**src/rtl/reg_pkg.sv**
```systemverilog
// Shared constants and FSM state type for the multi-register store sequencer.
package reg_pkg;
  localparam int NUM_REGS  = 16;
  localparam int DATA_W    = 32;
  localparam int ADDR_W    = 32;
  localparam int ADDR_STEP = 4;
  localparam int IDX_W     = $clog2(NUM_REGS);

  typedef enum logic [1:0] {IDLE, SEND, DONE} state_e;
endpackage

```
**src/rtl/reg_prio_enc.sv**
```systemverilog
// Lowest-set-bit priority encoder: index of the lowest request bit plus an any flag.
module reg_prio_enc #(
  parameter int N  = 16,
  parameter int IW = $clog2(N)
) (
  input  logic [N-1:0]  req_i,
  output logic [IW-1:0] idx_o,
  output logic          any_o
);
  // Scan high-to-low so the lowest set bit wins the last assignment.
  always_comb begin
    idx_o = '0;
    for (int i = N - 1; i >= 0; i--) begin
      if (req_i[i]) idx_o = IW'(i);
    end
  end

  assign any_o = |req_i;
endmodule

```
**src/rtl/reg_store_seq.sv**
```systemverilog
// STM-style store sequencer: snapshots the bank on accept and streams one {addr,data} beat per listed register.
// Optional base-register writeback outputs (wb_valid, wb_addr) when STM_WRITEBACK_EN is defined.
module reg_store_seq
  import reg_pkg::*;
(
  input  logic                       clk,
  input  logic                       rst,
  input  logic                       start,
  input  logic [NUM_REGS-1:0]        reg_list,
  input  logic [ADDR_W-1:0]          base_addr,
  input  logic [NUM_REGS*DATA_W-1:0] regs_flat,
  output logic                       str_valid,
  input  logic                       str_ready,
  output logic [ADDR_W-1:0]          str_addr,
  output logic [DATA_W-1:0]          str_data,
  output logic                       busy,
  output logic                       done
`ifdef STM_WRITEBACK_EN
  ,
  output logic                       wb_valid,
  output logic [ADDR_W-1:0]          wb_addr
`endif
);
  state_e                           state_q, state_d;
  logic [NUM_REGS-1:0]              mask_q, mask_d;
  logic [ADDR_W-1:0]                addr_q, addr_d;
  logic                             busy_q, busy_d;
  logic [NUM_REGS-1:0][DATA_W-1:0]  snap_q;
  logic                             accept;
  logic [IDX_W-1:0]                 pend_idx;
  logic                             pend_any;

  reg_prio_enc #(.N(NUM_REGS), .IW(IDX_W)) u_enc (
    .req_i (mask_q),
    .idx_o (pend_idx),
    .any_o (pend_any)
  );

  always_ff @(posedge clk) begin
    if (rst) begin
      state_q <= IDLE;
      mask_q  <= '0;
      addr_q  <= '0;
      busy_q  <= 1'b0;
      snap_q  <= '0;
    end else begin
      state_q <= state_d;
      mask_q  <= mask_d;
      addr_q  <= addr_d;
      busy_q  <= busy_d;
      if (accept) snap_q <= regs_flat;
    end
  end

  always_comb begin
    state_d = state_q;
    mask_d  = mask_q;
    addr_d  = addr_q;
    busy_d  = busy_q;
    accept  = 1'b0;
    case (state_q)
      IDLE: begin
        if (start) begin
          accept  = 1'b1;
          mask_d  = reg_list;
          addr_d  = base_addr;
          // An empty list goes straight to DONE without ever raising busy.
          busy_d  = |reg_list;
          state_d = (|reg_list) ? SEND : DONE;
        end
      end
      SEND: begin
        if (str_ready) begin
          mask_d[pend_idx] = 1'b0;
          // addr_q ends at base + popcount*step, which doubles as the writeback address.
          addr_d = addr_q + ADDR_W'(ADDR_STEP);
          if (mask_d == '0) state_d = DONE;
        end
      end
      DONE: begin
        state_d = IDLE;
        busy_d  = 1'b0;
      end
      default: state_d = IDLE;
    endcase
  end

  assign str_valid = (state_q == SEND) && pend_any;
  assign str_addr  = str_valid ? addr_q : '0;
  assign str_data  = str_valid ? snap_q[pend_idx] : '0;
  assign busy      = busy_q;
  assign done      = (state_q == DONE);

`ifdef STM_WRITEBACK_EN
  assign wb_valid = done;
  assign wb_addr  = addr_q;
`endif
endmodule

```
**config.mk**
```make
export PLATFORM = sky130hd
export DESIGN_NAME = reg_store_seq
export DESIGN_NICKNAME = d
export VERILOG_FILES = /design/src/rtl/reg_pkg.sv /design/src/rtl/reg_prio_enc.sv /design/src/rtl/reg_store_seq.sv
export SDC_FILE = /design/constraint.sdc
export NUM_CORES = 1
export LEC_CHECK = 0
export CAP_MARGIN = 10
export CORE_AREA = 2 2 246 248
export DETAILED_ROUTE_END_ITERATION = 8
export DIE_AREA = 0 0 248 250
export PLACE_DENSITY_LB_ADDON = 0.05
export RECOVER_POWER = 25
export SLEW_MARGIN = 20
export SYNTH_ARGS = -nofsm -noshare
export SYNTH_HDL_FRONTEND = slang
export SYNTH_SLANG_ARGS = --single-unit
```
**constraint.sdc**
```tcl
create_clock -name clk -period 9.6 [get_ports clk]
set_input_delay 1.92 -clock clk [delete_from_list [all_inputs] [get_ports clk]]
set_output_delay 1.92 -clock clk [all_outputs]
set_load 0.01 [all_outputs]
```
==> results of run 1 <==
registers in the layout, summed over array words and instances (netlist names):
register	flops
busy	1
state_q	2
addr_q	32
mask_q	16
snap_q	512
final cells by class:
type | instances | share of cell area (%)
repair buffers | 659 | 20.39
multi-input cells | 2388 | 35.23
clock inverters | 21 | 1.196
clock buffers | 83 | 5.129
diodes | 9 | 0.06967
inverters | 7 | 0.08128
well taps | 782 | 3.027
flip-flops and latches | 563 | 34.87
power breakdown:
part	leakage, nW	internal [W]	switching (W)	total, W
combinational	6.26	0.000646	0.00106	0.00170
sequential	4.62	0.00251	0.000133	0.00264
clock	0.997	0.00147	0.000985	0.00245
cell families (layout without fill, tap and decap cells):
group | count (synthesis) | after routing | synth area share [%]
and+or+nand+nor | 1441 | 1441 | 25.03
DFF | 563 | 563 | 47.69
muxes | 3 | 3 | 0.1324
buffers and inverters | 277 | 770 | 4.500
AOI/OAI and AO/OA | 937 | 937 | 22.37
adders and majority gates | 1 | 1 | 0.05294
other | 0 | 9 | 0
xor gates and xnor gates | 6 | 6 | 0.2224
how the worst max path moves through the flow:
stage	end	slack, ns	startpoint	cells past startpoint
after detailed placement	str_data[29]	3.03	mask_q[14]	10
after global routing	addr_q[27]	1.32	rst	3
after floorplan	str_data[11]	5.14	mask_q[7]	11
final	addr_q[27]	1.68	rst	3
after CTS	str_data[29]	2.37	mask_q[14]	10
after global placement	str_data[29]	3.12	mask_q[13]	9
worst max-delay path, cell delays in order:
cell	delay (ns)
dlymetal6s4s_1	2.92
clkbuf_1	2.93
a2111oi_0	0.23
metal layers:
layer  vias to the layer above  part of all wire (%)  GRT usage, %  wire length [µm]
met1                     12540                    41         44.59             45420
met2                      1127                    47         54.91             51130
met4                         2                   4.4         14.76              4797
met5                         -                 0.011             0                12
li1                      11960                     -             -                 -
met3                       183                   7.8         5.474              8547
metrics by stage:
stage          setup slack, ns  power (W)  hold slack (ns)
2_1_floorplan            5.140   0.003480           0.4317
3_3_place_gp             3.117   0.004334           0.4422
3_5_place_dp             3.032   0.004348           0.4470
4_1_cts                  2.366   0.006771           0.4558
5_1_grt                  1.317   0.007011           0.4692
6_report                 1.678   0.006794           0.4552
cell usage in the layout (no fill, tap or decap), types with 20 or more instances in the layout:
cell / instances
a21oi_1: 576
clkbuf_16: 60
o22ai_1: 198
dfxtp_1: 562
nor4_1: 35
clkdlybuf4s50_1: 628
nand2_1: 1095
and3_1: 22
nand3_1: 25
nor2_1: 123
nor3_1: 53
o221ai_1: 34
and2_1: 31
o21ai_0: 60
buf_4: 20
==> out/metrics.cfg, run 1 <==
[place]
place_hpwl_um=80630
postPlaceCellArea_um2=30270
place_inst=4399
numPortBuffers=630
gp_congestion=0.9582

[cts]
htreeDepth=2
post_cts_buffers=0
cts_root_buf=clkbuf_16
cts_tree=yes
postCtsResizedCells=0
clk_pin_slew_worst_paths_ns=0.06
cts_buffers=59
clk_latency_ns=0.64
hold_buffers=0
clock_path_buffers=3
cts.sink_count=563

[worst_setup_path]
start_kind=input pin
worstPathRequired_ns=9.87
crit_type=in2reg
timing.rr.start=mask_q[14]
reg2reg_to=state_q[1]
r2r_cells=8
reg2reg_slack_ns=5.45
critical_path_arrival_ns=8.19
cp-end-kind=flip-flop
worstPathMaxFanout=105

[timing]
setup_viol=0
rsz0062_at_grt=false
tightest_slew_ns=4.056
skew_ns=0.04034
finalCritPeriodShare_pct=82.52
max-slew-margin-rel_pct=-170.4
slew_violations=364
max_freq_mhz=126.2
min_period_ns=7.922
hold_violations=0
tns_ns=0

[floorplan]
die-area_um2=62000
fp-row-count=90
ios=631
start_util_pct=39.67
core_area_um2=59570
die_w_um=248
die_h_um=250

[finish]
regArea_um2=11270
nets=4243
n_fill_cell=5654
stdcell_count=4512
final_cell_area_um2=32330
fin_util_pct=54.27
syn_to_final_growth_pct=36.79
multi_input_area_um2=11390
drive_above_1_share_pct=3.762

[pwr]
power.density_nw_per_um2=210.2
p_leak_nw=11.88
ir_worst_vdd_uv=156.6

[global_route]
grt-ovfl-total=0
gr-usage-all-layers_pct=33.98
grt_pass1_wl_um=157700
antenna_found_initial=12
grt_pass1_vias=24740
grt_max_degree=236

[yosys]
yosysTopAreaCell=dfxtp_1
syn_area_per_cell_um2=7.321
ys_async_sr_fraction_pct=0
synth_ff_type=dfxtp_1
synth_edf_count=0
netlist_area_um2=23630
synth-seq-cells=563
syn_nets=3793
synth_top_area_share_pct=47.69
yosys-top-cells-area=dfxtp_1 48%, nand2_1 17%, a21oi_1 12%
ys_types=63
synth_warnings=0
ys_top_cells_by_count=1095 x nand2_1, 577 x a21oi_1, 563 x dfxtp_1
yosysSeqAreaShare_pct=47.69
syn_inst=3228
yosysMostFrequentCell=nand2_1

[routing]
drc=0
dr.pass1.iters=6
drtIter0Drc=2587
post_drt_via_cell_ratio=5.722
routed_wl_um=109900
num_vias=25820
ant_nets=0
wl_per_cell_um=24.36

[hold_path]
hold_depth=2
hold-path-endpoint=addr_q[1]
hp-start=addr_q[1]
min_path_type=reg2reg

[job]
drv_cap=4

[status]
outcome=finished, violations left
violations=capacitance limit, slew limit

Note: power is estimated with default switching activity, not from simulation.
==> run 2: changes to the inputs <==
--- a/config.mk
+++ b/config.mk
@@ -6,9 +6,9 @@
 export NUM_CORES = 1
 export LEC_CHECK = 0
 export CAP_MARGIN = 10
-export CORE_AREA = 2 2 246 248
+export CORE_AREA = 2 2 243 245
 export DETAILED_ROUTE_END_ITERATION = 8
-export DIE_AREA = 0 0 248 250
+export DIE_AREA = 0 0 245 247
 export PLACE_DENSITY_LB_ADDON = 0.05
 export RECOVER_POWER = 25
 export SLEW_MARGIN = 20
==> constraint.sdc (replaced) <==
create_clock -name clk -period 7.6 [get_ports clk]
set_input_delay 1.52 -clock clk [delete_from_list [all_inputs] [get_ports clk]]
set_output_delay 1.52 -clock clk [all_outputs]
set_load 0.01 [all_outputs]
==> out/metrics.cfg, run 2 (synthesized netlist as in run 1, its figures left out) <==
[status]
outcome=finished, violations left  ; unchanged
violations=capacitance limit, slew limit  ; unchanged

[global_route]
grt_pass1_vias=24350  ; was 24740
grt_max_degree=243  ; was 236
grt_pass1_wl_um=157400  ; was 157700 µm
antenna_found_initial=8  ; was 12
gr-usage-all-layers_pct=34.96  ; was 33.98%
grt-ovfl-total=0  ; unchanged

[pwr]
power.density_nw_per_um2=267.8  ; was 210.2 nW/µm²
p_int_w=0.005895  ; was 0.004619 W
pwr-share-clk_pct=36.6  ; was 36.1%
p_leak_nw=11.94  ; was 11.88 nW
pwr-share-seq_pct=38.5  ; was 38.9%
p_sw_share_pct=32.12  ; was 32.01%
ir_worst_vdd_uv=219.7  ; was 156.6 µV
power.switching_w=0.002790  ; was 0.002175 W
power_frac_comb_pct=24.8  ; was 25.1%

[timing]
tightest_slew_ns=5.261  ; was 4.056 ns
max-slew-margin-rel_pct=-250.7  ; was -170.4%
slew_violations=111  ; was 364
skew_ns=0.01935  ; was 0.04034 ns
worst_slack_ns=0.8365  ; was 1.678 ns
tns_ns=0  ; unchanged
setup_viol=0  ; unchanged
max_freq_mhz=147.9
min_period_ns=6.763
rsz0062_at_grt=false  ; unchanged
finalCritPeriodShare_pct=88.99
hold_violations=0  ; unchanged

[place]
post-place-ws_ns=1.669  ; was 3.032 ns
postPlaceCellArea_um2=30270  ; about the same
numPortBuffers=630  ; unchanged
gp_congestion=1.028  ; was 0.9582
place_hpwl_um=81630  ; was 80630 µm

[cts]
postCtsResizedCells=0  ; unchanged
clk_latency_ns=0.64  ; about the same
htreeDepth=2  ; unchanged
cts_buffers=60  ; was 59
post_cts_buffers=0  ; unchanged
cts.sink_count=563  ; unchanged
cts_root_buf=clkbuf_16  ; unchanged
cts_tree=yes  ; unchanged
hold_buffers=0  ; unchanged
clock_path_buffers=3  ; unchanged
clk_pin_slew_worst_paths_ns=0.06  ; about the same

[finish]
regArea_um2=11270  ; unchanged
top_regs=snap_q: 512 flops, addr_q: 32 flops, mask_q: 16 flops  ; unchanged
multi_input_area_um2=11400  ; was 11390 µm²
final_cell_area_um2=32430  ; was 32330 µm²
largest_register_ffs=512  ; unchanged
n_fill_cell=5470  ; was 5654
final_common_cell=nand2_1  ; unchanged
final_cell_mix=1095 x nand2_1, 628 x clkdlybuf4s50_1, 576 x a21oi_1  ; unchanged
syn_to_final_growth_pct=37.22  ; was 36.79%
regMostFlops=snap_q  ; unchanged
drive_above_1_share_pct=4.187  ; was 3.762%
nets=4245  ; was 4243

[floorplan]
die-area_um2=60520  ; was 62000 µm²
core_area_um2=58240  ; was 59570 µm²
die_w_um=245  ; was 248 µm
die_h_um=247  ; was 250 µm
fp-row-count=89  ; was 90
ios=631  ; unchanged
start_util_pct=40.58  ; was 39.67%

[routing]
dr.pass1.iters=7  ; was 6
ant_nets=0  ; unchanged
drc=0  ; unchanged
post_drt_via_cell_ratio=5.768  ; was 5.722
routed_wl_um=110800  ; was 109900 µm
drtIter0Drc=2955  ; was 2587
wl_per_cell_um=24.60  ; was 24.36 µm
num_vias=25980  ; was 25820

[job]
drv_cap=2  ; was 4

[worst_setup_path]
crit_type=reg2out  ; was in2reg
cp-end-kind=output pin  ; was flip-flop
critical_path_arrival_ns=5.24  ; was 8.19 ns
worstPathMaxFanout=20  ; was 105
worstPathRequired_ns=6.08  ; was 9.87 ns
start_kind=flip-flop  ; was input pin

[hold_path]
min_path_type=reg2reg  ; unchanged

-- run 2: changes by cell type in the layout (fill, tap and decap cells not counted), moves of 2 or more --
cell	before	now
clkinv_2	8	12
clkbuf_1	17	11
diode_2	9	5
clkinvlp_4	1	3
clkbuf_8	7	11
clkbuf_2	2	0
-- run 2: worst paths after layout --
path	depth (start not counted)	slack [ns]	to	from
max	8	0.84	str_data[27]	mask_q[5]
min	2	0.45	snap_q[258]	snap_q[258]
max reg2reg	8	3.40	state_q[1]	mask_q[7]
min reg2reg	2	0.45	snap_q[258]	snap_q[258]
-- run 2: cell type report --
| class | count | share of cell area, % |
|---|---|---|
| multi-input cells | 2388 | 35.15 |
| repair buffers | 660 | 20.44 |
| clock inverters | 27 | 1.269 |
| flip-flops and latches | 563 | 34.76 |
| diodes | 5 | 0.03858 |
| well taps | 773 | 2.982 |
| inverters | 7 | 0.08102 |
| clock buffers | 81 | 5.278 |
-- run 2: power groups by stage --
stage | logic (W) | registers [W] | clock network [W]
after floorplan | 0.00108 | 0.00332 | 0
after global placement | 0.00206 | 0.00340 | 0
after detailed placement | 0.00209 | 0.00340 | 0
after CTS | 0.00210 | 0.00334 | 0.00321
after global routing | 0.00227 | 0.00336 | 0.00332
final | 0.00216 | 0.00335 | 0.00318
-- run 2: per-layer routing --
metal  track usage (%)  share of wire, %  up-vias
li1                  -                 -    11980
met1             45.65                41    12440
met2             56.71                46     1306
met3             5.665               8.3      244
met4             16.05               5.2        4
met5                 0             0.023        -
-- run 2: worst max-delay path: stages (launching register included) --
cell,delay [ns]
dfxtp_1,0.45
nor4_1,0.65
a21o_1,0.43
a2111o_2,0.32
nand2b_1,0.89
o22ai_1,0.26
nor4_1,0.54
and3_1,0.44
clkdlybuf4s50_1,0.63
-- run 2: stage by stage --
stage / total power (W) / hold WS (ns) / std cells / util [%]
after floorplan: 0.004395 / 0.4317 / 3228 / -
after global placement: 0.005467 / 0.4417 / 4390 / 51.98
after detailed placement: 0.005490 / 0.4461 / 4390 / 51.98
after CTS: 0.008646 / 0.4543 / 4498 / 55.63
after global routing: 0.008951 / 0.4674 / 4502 / 55.67
final: 0.008685 / 0.4545 / 4504 / 55.68
==> run 3: changes to the inputs <==
--- a/config.mk
+++ b/config.mk
@@ -6,9 +6,9 @@
 export NUM_CORES = 1
 export LEC_CHECK = 0
 export CAP_MARGIN = 10
-export CORE_AREA = 2 2 243 245
+export CORE_AREA = 2 2 246 248
 export DETAILED_ROUTE_END_ITERATION = 8
-export DIE_AREA = 0 0 245 247
+export DIE_AREA = 0 0 248 250
 export PLACE_DENSITY_LB_ADDON = 0.05
 export RECOVER_POWER = 25
 export SLEW_MARGIN = 20
==> constraint.sdc (replaced) <==
create_clock -name clk -period 7.8 [get_ports clk]
set_input_delay 1.56 -clock clk [delete_from_list [all_inputs] [get_ports clk]]
set_output_delay 1.56 -clock clk [all_outputs]
set_load 0.01 [all_outputs]
==> out/metrics.cfg, run 3 (synthesized netlist as in run 1, its figures left out) <==
[routing]
ant_nets=0  ; unchanged
met3_length_um=9642  ; was 9171 µm
post_drt_via_cell_ratio=5.728  ; was 5.768
wl_met2_um=50810  ; was 50850 µm
routed_wl_um=110000  ; was 110800 µm
drtIter0Drc=2683  ; was 2955
highest_layer=met5  ; unchanged
drt-met1-wl_um=44580  ; was 45020 µm
drc=0  ; unchanged
num_vias=25910  ; was 25980
wl_per_cell_um=24.31  ; was 24.60 µm
dr.pass1.iters=6  ; was 7

[global_route]
grt-ovfl-total=0  ; unchanged
grt_pass1_wl_um=157100  ; was 157400 µm
gr-usage-all-layers_pct=33.90  ; was 34.96%
grt_max_degree=241  ; was 243
antenna_found_initial=13  ; was 8
grt_pass1_vias=24400  ; was 24350

[finish]
largest_register_ffs=512  ; unchanged
top_regs=snap_q: 512 flops, addr_q: 32 flops, mask_q: 16 flops  ; unchanged
drive_above_1_share_pct=4.236  ; was 4.187%
final_common_cell=nand2_1  ; unchanged
final_cell_mix=1095 x nand2_1, 627 x clkdlybuf4s50_1, 576 x a21oi_1  ; was 1095 x nand2_1, 628 x clkdlybuf4s50_1, 576 x a21oi_1
n_fill_cell=5630  ; was 5470
regMostFlops=snap_q  ; unchanged
syn_to_final_growth_pct=36.89  ; was 37.22%
final_cell_area_um2=32350  ; was 32430 µm²
nets=4246  ; was 4245

[floorplan]
die_w_um=248  ; was 245 µm
ios=631  ; unchanged
start_util_pct=39.67  ; was 40.58%
core_area_um2=59570  ; was 58240 µm²
fp-row-count=90  ; was 89
die_h_um=250  ; was 247 µm
die-area_um2=62000  ; was 60520 µm²

[timing]
hold_violations=0  ; unchanged
max-slew-margin-rel_pct=-218.8  ; was -250.7%
setup_viol=0  ; unchanged
fin_hold_ws_ns=0.4544  ; was 0.4545 ns
skew_ns=0.03837  ; was 0.01935 ns
finalCritPeriodShare_pct=89.77
tightest_slew_ns=4.782  ; was 5.261 ns
tns_ns=0  ; unchanged
slew_violations=694  ; was 111
min_period_ns=7.002
rsz0062_at_grt=false  ; unchanged
max_freq_mhz=142.8

[pwr]
power.density_nw_per_um2=258.8  ; was 267.8 nW/µm²
p_leak_nw=11.91  ; was 11.94 nW
finalPower_w=0.008373  ; was 0.008685 W
ir_worst_vdd_uv=189.2  ; was 219.7 µV

[cts]
postCtsResizedCells=0  ; unchanged
htreeDepth=2  ; unchanged
clk_pin_slew_worst_paths_ns=0.06  ; about the same
cts.sink_count=563  ; unchanged
cts_root_buf=clkbuf_16  ; unchanged
hold_buffers=0  ; unchanged
post_cts_buffers=0  ; unchanged
clk_latency_ns=0.64  ; about the same
cts_tree=yes  ; unchanged
clock_path_buffers=3  ; unchanged
cts_buffers=59  ; was 60

[place]
place_hpwl_um=81090  ; was 81630 µm
postPlaceCellArea_um2=30280  ; was 30270 µm²
numPortBuffers=630  ; unchanged
gp_congestion=0.9216  ; was 1.028

[job]
drv_cap=4  ; was 2

[worst_setup_path]
critical_path_arrival_ns=7.52  ; was 5.24 ns
start_kind=input pin  ; was flip-flop
worstPathRequired_ns=8.32  ; was 6.08 ns
worstPathMaxFanout=231  ; was 20
cp-end-kind=flip-flop  ; was output pin
crit_type=in2reg  ; was reg2out

[hold_path]
min_path_type=reg2reg  ; unchanged

[status]
violations=capacitance limit, slew limit  ; unchanged
outcome=finished, violations left  ; unchanged

run 3: metal layers:
layer | up-vias | GRT usage (%)
li1 | 11970 | -
met1 | 12450 | 45.20
met2 | 1294 | 53.70
met3 | 187 | 5.570
met4 | 6 | 14.99
met5 | - | 0
run 3: cell type report:
cell class,instances,area [µm²],share of cell area [%]
sequential,563,11270,34.84
clock buffer,84,1742,5.384
tap,782,978.4,3.025
clock inverter,26,341.6,1.056
antenna,11,27.53,0.08509
multi-input combinational,2388,11390,35.21
inverter,7,26.28,0.08122
timing repair buffer,662,6573,20.32
run 3: worst paths after layout:
kind | slack [ns] | to | depth (start not counted) | start
setup reg to reg | 1.33 | snap_q[232] | 6 | state_q[0]
setup / recovery | 0.80 | snap_q[232] | 6 | start
hold reg to reg | 0.45 | snap_q[285] | 2 | snap_q[285]
hold / removal | 0.45 | snap_q[285] | 2 | snap_q[285]
run 3: through the flow:
| stage | instances | util [%] | setup WS, ns |
|---|---|---|---|
| 6_report | 4523 | 54.31 | 0.7982 |
| 5_1_grt | 4519 | 54.29 | 0.5039 |
| 4_1_cts | 4512 | 54.33 | 0.9327 |
| 3_5_place_dp | 4402 | 50.83 | 1.640 |
| 3_3_place_gp | 4402 | 50.83 | 1.699 |
| 2_1_floorplan | 3228 | - | 3.700 |
run 3: power by group:
group | total (W) | internal, W | switching [W]
registers | 0.00325 | 0.00309 | 0.000162
logic | 0.00211 | 0.000800 | 0.00131
clock network | 0.00302 | 0.00178 | 0.00123
run 3: critical path, cell delays in order:
cell	delay [ns]
dlygate4sd3_1	0.56
nand2b_1	0.22
or2_2	0.97
clkbuf_2	3.26
nand2_1	0.25
a21oi_1	0.29
